==> config.mk <==
export PLATFORM = sky130hd
export DESIGN_NAME = stream_demux_flat
export DESIGN_NICKNAME = d
export VERILOG_FILES = /design/src/rtl/stream_demux_if.sv /design/src/rtl/stream_demux.sv /design/src/flat_wrapper.sv
export SDC_FILE = /design/constraint.sdc
export NUM_CORES = 1
export LEC_CHECK = 0
export ABC_AREA = 0
export CORE_MARGIN = 2
export CORE_UTILIZATION = 45
export DETAILED_ROUTE_END_ITERATION = 12
export PLACE_DENSITY = 0.68
export SYNTH_ARGS = -nofsm -noshare
export SYNTH_HDL_FRONTEND = slang
export SYNTH_SLANG_ARGS = --single-unit
==> constraint.sdc <==
create_clock -name clk -period 2.3 [get_ports clk]
set_input_delay 0.69 -clock clk [delete_from_list [all_inputs] [get_ports clk]]
set_output_delay 0.69 -clock clk [all_outputs]
set_load 0.01 [all_outputs]
==> src/rtl/stream_demux_if.sv <==
// Handshake bundle for the 1-to-2 stream demux: one input stream, two output
// streams and the per-output occupancy counts.
interface stream_demux_if #(
  parameter int WIDTH = 64,
  parameter int DEPTH = 2
);
  localparam int CW = $clog2(DEPTH) + 1;

  logic             in_valid;
  logic             in_ready;
  logic [WIDTH-1:0] in_data;
  logic             in_sel;

  logic             out0_valid;
  logic             out0_ready;
  logic [WIDTH-1:0] out0_data;
  logic             out1_valid;
  logic             out1_ready;
  logic [WIDTH-1:0] out1_data;

  logic [CW-1:0]    count0;
  logic [CW-1:0]    count1;

  // Producer/consumer side (drives the input beat and the output readies).
  modport master (
    output in_valid, in_data, in_sel, out0_ready, out1_ready,
    input  in_ready, out0_valid, out0_data, out1_valid, out1_data, count0, count1
  );

  // Demux side.
  modport slave (
    input  in_valid, in_data, in_sel, out0_ready, out1_ready,
    output in_ready, out0_valid, out0_data, out1_valid, out1_data, count0, count1
  );
endinterface

==> src/rtl/stream_demux.sv <==
// 1-to-2 stream demultiplexer: each input beat is steered by in_sel into one of
// two independent FIFOs, so a stalled sink only blocks beats addressed to it.
module stream_demux #(
  parameter int WIDTH = 64,
  parameter int DEPTH = 2
) (
  input  logic            clk,
  input  logic            rst_n,
  stream_demux_if.slave   bus
);
  localparam int PW = (DEPTH > 1) ? $clog2(DEPTH) : 1;
  localparam int CW = $clog2(DEPTH) + 1;

  logic             w_in_ready;
  logic             w_push      [2];
  logic             w_pop       [2];
  logic             w_full      [2];
  logic             w_out_ready [2];
  logic [CW-1:0]    w_count     [2];
  logic [WIDTH-1:0] w_head      [2];

  // Ready looks only at the targeted FIFO's registered occupancy; a same-cycle
  // pop of a full FIFO does not open it up.
  assign w_in_ready     = !w_full[bus.in_sel];
  assign w_out_ready[0] = bus.out0_ready;
  assign w_out_ready[1] = bus.out1_ready;

  for (genvar gi = 0; gi < 2; gi++) begin : g_fifo
    logic [WIDTH-1:0] r_mem [DEPTH];
    logic [PW-1:0]    r_wr_ptr;
    logic [PW-1:0]    r_rd_ptr;
    logic [CW-1:0]    r_count;

    assign w_push[gi]  = bus.in_valid && w_in_ready && (bus.in_sel == 1'(gi));
    assign w_pop[gi]   = (r_count != '0) && w_out_ready[gi];
    assign w_full[gi]  = (r_count == CW'(DEPTH));
    assign w_count[gi] = r_count;
    assign w_head[gi]  = r_mem[r_rd_ptr];

    always_ff @(posedge clk or negedge rst_n) begin
      if (!rst_n) begin
        for (int i = 0; i < DEPTH; i++) begin
          r_mem[i] <= '0;
        end
        r_wr_ptr <= '0;
        r_rd_ptr <= '0;
        r_count  <= '0;
      end else begin
        if (w_push[gi]) begin
          r_mem[r_wr_ptr] <= bus.in_data;
          r_wr_ptr        <= r_wr_ptr + PW'(1);
        end
        if (w_pop[gi]) begin
          r_rd_ptr <= r_rd_ptr + PW'(1);
        end
        case ({w_push[gi], w_pop[gi]})
          2'b10:   r_count <= r_count + CW'(1);
          2'b01:   r_count <= r_count - CW'(1);
          default: r_count <= r_count;
        endcase
      end
    end
  end

  assign bus.in_ready   = w_in_ready;
  assign bus.out0_valid = (w_count[0] != '0);
  assign bus.out1_valid = (w_count[1] != '0);
  assign bus.out0_data  = w_head[0];
  assign bus.out1_data  = w_head[1];
  assign bus.count0     = w_count[0];
  assign bus.count1     = w_count[1];
endmodule

==> src/flat_wrapper.sv <==
// flat-port wrapper written by rule: the top's interface ports become plain ports
module stream_demux_flat 
#(
  parameter int WIDTH = 64,
  parameter int DEPTH = 2
)
  (clk, rst_n, bus_in_valid, bus_in_data, bus_in_sel, bus_out0_ready, bus_out1_ready, bus_in_ready, bus_out0_valid, bus_out0_data, bus_out1_valid, bus_out1_data, bus_count0, bus_count1);
  stream_demux_if #(.WIDTH(WIDTH), .DEPTH(DEPTH)) bus_i ();
  input  logic clk;
  input  logic rst_n;
  input wire logic [$bits(bus_i.in_valid)-1:0] bus_in_valid;
  input wire logic [$bits(bus_i.in_data)-1:0] bus_in_data;
  input wire logic [$bits(bus_i.in_sel)-1:0] bus_in_sel;
  input wire logic [$bits(bus_i.out0_ready)-1:0] bus_out0_ready;
  input wire logic [$bits(bus_i.out1_ready)-1:0] bus_out1_ready;
  output wire logic [$bits(bus_i.in_ready)-1:0] bus_in_ready;
  output wire logic [$bits(bus_i.out0_valid)-1:0] bus_out0_valid;
  output wire logic [$bits(bus_i.out0_data)-1:0] bus_out0_data;
  output wire logic [$bits(bus_i.out1_valid)-1:0] bus_out1_valid;
  output wire logic [$bits(bus_i.out1_data)-1:0] bus_out1_data;
  output wire logic [$bits(bus_i.count0)-1:0] bus_count0;
  output wire logic [$bits(bus_i.count1)-1:0] bus_count1;
  assign bus_i.in_valid = bus_in_valid;
  assign bus_i.in_data = bus_in_data;
  assign bus_i.in_sel = bus_in_sel;
  assign bus_i.out0_ready = bus_out0_ready;
  assign bus_i.out1_ready = bus_out1_ready;
  assign bus_in_ready = bus_i.in_ready;
  assign bus_out0_valid = bus_i.out0_valid;
  assign bus_out0_data = bus_i.out0_data;
  assign bus_out1_valid = bus_i.out1_valid;
  assign bus_out1_data = bus_i.out1_data;
  assign bus_count0 = bus_i.count0;
  assign bus_count1 = bus_i.count1;
  stream_demux #(.WIDTH(WIDTH), .DEPTH(DEPTH)) u_core (.clk(clk), .rst_n(rst_n), .bus(bus_i));
endmodule
==> results.cfg <==
[timing]
hold_viol_final = 0
worst_pin_slew_ns = 0.3913
fin_crit_ns = 2.629
fin_ws_ns = -0.3292
fmax_mhz = 380.4
fin_skew_ns = 0.01228
timing.hold.ws_ns = 0.05657
fin_crit_sh = 1.143
setup_tns_ns = -26.19
grt_setup_unrepaired = yes
setup_viol = 127
slew_headroom = 0.7391
drv_slew = 0

[floorplan]
die_w_um = 163.5
coreArea_um2 = 25110
rows = 58
num_io_pins = 205
fp.dieH_um = 163.5
initial_core_util = 0.4559
die_area_um2 = 26730

[yosys]
synth_area_leaders = dfrtp_1, mux2_2, buf_6, buf_2, mux2_1
syn-cell-area_um2 = 11450
ys_ff_latch = 264
yosys-top-cells-count = mux2_2, dfrtp_1, buf_2
yosysTopAreaCell = dfrtp_1
syn-num-nets = 791
synth_top_family_by_area = multiplexers
synth_cell_types = 24
yosysMostFrequentCell = mux2_2
synthSimpleGateAreaFrac = 0.01060
async_flop_share = 1.000
synth_top_area_frac = 0.5771
yosysWarnings = 0
synth_fa_ha_area_frac = 0.002186
synth_enable_flop_cells = 0
muxShareOfSynthArea = 0.3777
synthesis.instances = 719
synth-xor-area-share = 0.007651
synth-compound-area-share = 0.0004372
ys.flop_type = dfrtp_1
synth_seq_area_share = 0.5771
synth.avg_cell_area_um2 = 15.92

[global_routing]
overflow = 0
antenna_found_initial = 0
gr-usage-met2 = 0.3445
top_usage_layer = met2
grt_pass1_wl_um = 42430
grt.total_usage = 0.2033
use_met1 = 0.2729
grt_max_degree = 58
grt_pass1_vias = 7615
gr-usage-met3 = 0.03301

[worst_setup_path]
reg2reg_slack_ns = 0.46
regToRegEndpoint = u_core.g_fifo[1].r_mem[126]$_DFFE_PN0P_
crit_path_start_kind = flop
reg2reg_depth = 7
cp_max_fo = 5
critical_path_class = reg -> out
arrival_ns = 1.94
r2r_start = u_core.bus.count1[1]$_DFFE_PN0P_
worstPathRequired_ns = 1.61
crit_path_end_kind = output port

[cells_and_area]
fillers = 1945
nets = 1091
diodes = 0
syn_to_final_growth_pct = 40.12
post-route-cell-area_um2 = 16040
drive_gt1_frac = 0.6321

[run_status]
violations = negative setup slack
outcome = finished with violations

[place]
pre_cts_ws_ns = -0.3043
gp_congestion = 0.7207
dp_hpwl_um = 16790
dpl-instance-area_um2 = 14250
port_buffers = 204

[clock_network]
clock-root-buffer = clkbuf_16
cts_buffers = 29
clock_latency_ns = 0.54
path_clk_slew_ns = 0.06
h-tree-depth = 1
cts_tree = built
clk_path_buf_depth = 3
cts_num_sinks = 264

[route]
drt_iter0_markers = 220
wl_per_cell_um = 19.82
drtPass1Iterations = 4
drc = 0
wirelength_um = 27180
num_vias = 6961
postRouteAntennaNets = 0
viasPerCell = 5.077

[power]
p_total_w = 0.02579
power_density_nw_per_um2 = 1608
p_leak_nw = 7.161
peakVddDrop_mv = 0.7268

[worst_hold_path]
worstHoldPathType = in -> async

[run]
max_cap_viol_count = 0
==> where the power goes <==
group | internal, W | switching [W] | leakage [nW]
clock network | 0.00257 | 0.00182 | 0.456
registers | 0.00703 | 0.00118 | 3.13
logic | 0.00828 | 0.00490 | 3.57
==> final cells by class <==
cell class                      count  area, um^2  share of cell area
Tap cell                          330       412.9             0.02574
Clock buffer                       45       865.8             0.05398
Clock inverter                      8       47.55            0.002964
Sequential cell                   264        6610              0.4121
Timing Repair Buffer              310        3353              0.2090
Multi-Input combinational cell    414        4751              0.2962
==> flip-flops by register name, indices dropped and copies added (netlist names) <==
register	cells
u_core.g_fifo.r_mem	256
u_core.bus.count0	2
u_core.bus.count1	2
u_core.g_fifo.r_rd_ptr	2
u_core.g_fifo.r_wr_ptr	2
==> worst max-delay path by stage <==
stage                                                      from                                       to  cells past startpoint
after floorplan                                      bus_in_sel  u_core.g_fifo[1].r_mem[125]$_DFFE_PN0P_                      5
after global placement                               bus_in_sel                             bus_in_ready                      4
after detailed placement                             bus_in_sel                             bus_in_ready                      4
after CTS                 u_core.g_fifo[1].r_rd_ptr$_DFFE_PN0P_                        bus_out1_data[26]                      3
after global routing      u_core.g_fifo[0].r_rd_ptr$_DFFE_PN0P_                        bus_out0_data[60]                      6
final                     u_core.g_fifo[0].r_rd_ptr$_DFFE_PN0P_                        bus_out0_data[28]                      6
==> cells in the final DEF, fill, tap and decap left out, types with 9 or more instances in the layout <==
cell type / Yosys / routed
mux2_1: 9 / 9
buf_4: 1 / 39
buf_12: 0 / 30
mux2_2: 375 / 331
buf_8: 0 / 11
mux2_4: 0 / 44
dfrtp_1: 264 / 261
clkbuf_2: 1 / 37
clkbuf_16: 0 / 30
buf_6: 12 / 96
clkdlybuf4s50_1: 0 / 69
==> layer usage <==
metal	part of all wire	vias to the layer above
met3	0.039	42
li1	-	3189
met2	0.50	130
met1	0.44	3600
met4	0.025	0
met5	0	-
==> cell families after synthesis <==
family	count (synthesis)
AOI/OAI and AO/OA	1
xor gates and xnor gates	10
buffers and inverters	41
DFF	264
adders and majority gates	2
muxes	384
and+or+nand+nor	17
==> repair_timing <==
item / CTS / global route
resized for setup: 447 / 193
setup buffers: 35 / 27
hold buffers: 0 / 0
cloned: 9 / 1
setup endpoints to repair: 133 / 130
endpoints found under the hold margin: 0 / 0
==> per-stage QoR <==
step | instances | utilization
floorplan | 719 | -
global placement | 1256 | 0.5675
detailed placement | 1256 | 0.5675
CTS | 1351 | 0.6325
global route | 1371 | 0.6388
finish | 1371 | 0.6388
==> worst max-delay path: stages, from the launching register on <==
cell     delay, ns
dfrtp_2       0.44
buf_12        0.14
buf_12        0.13
buf_8         0.13
buf_12        0.13
mux2_4        0.30
buf_6         0.12
(Power assumes the default switching activity.)
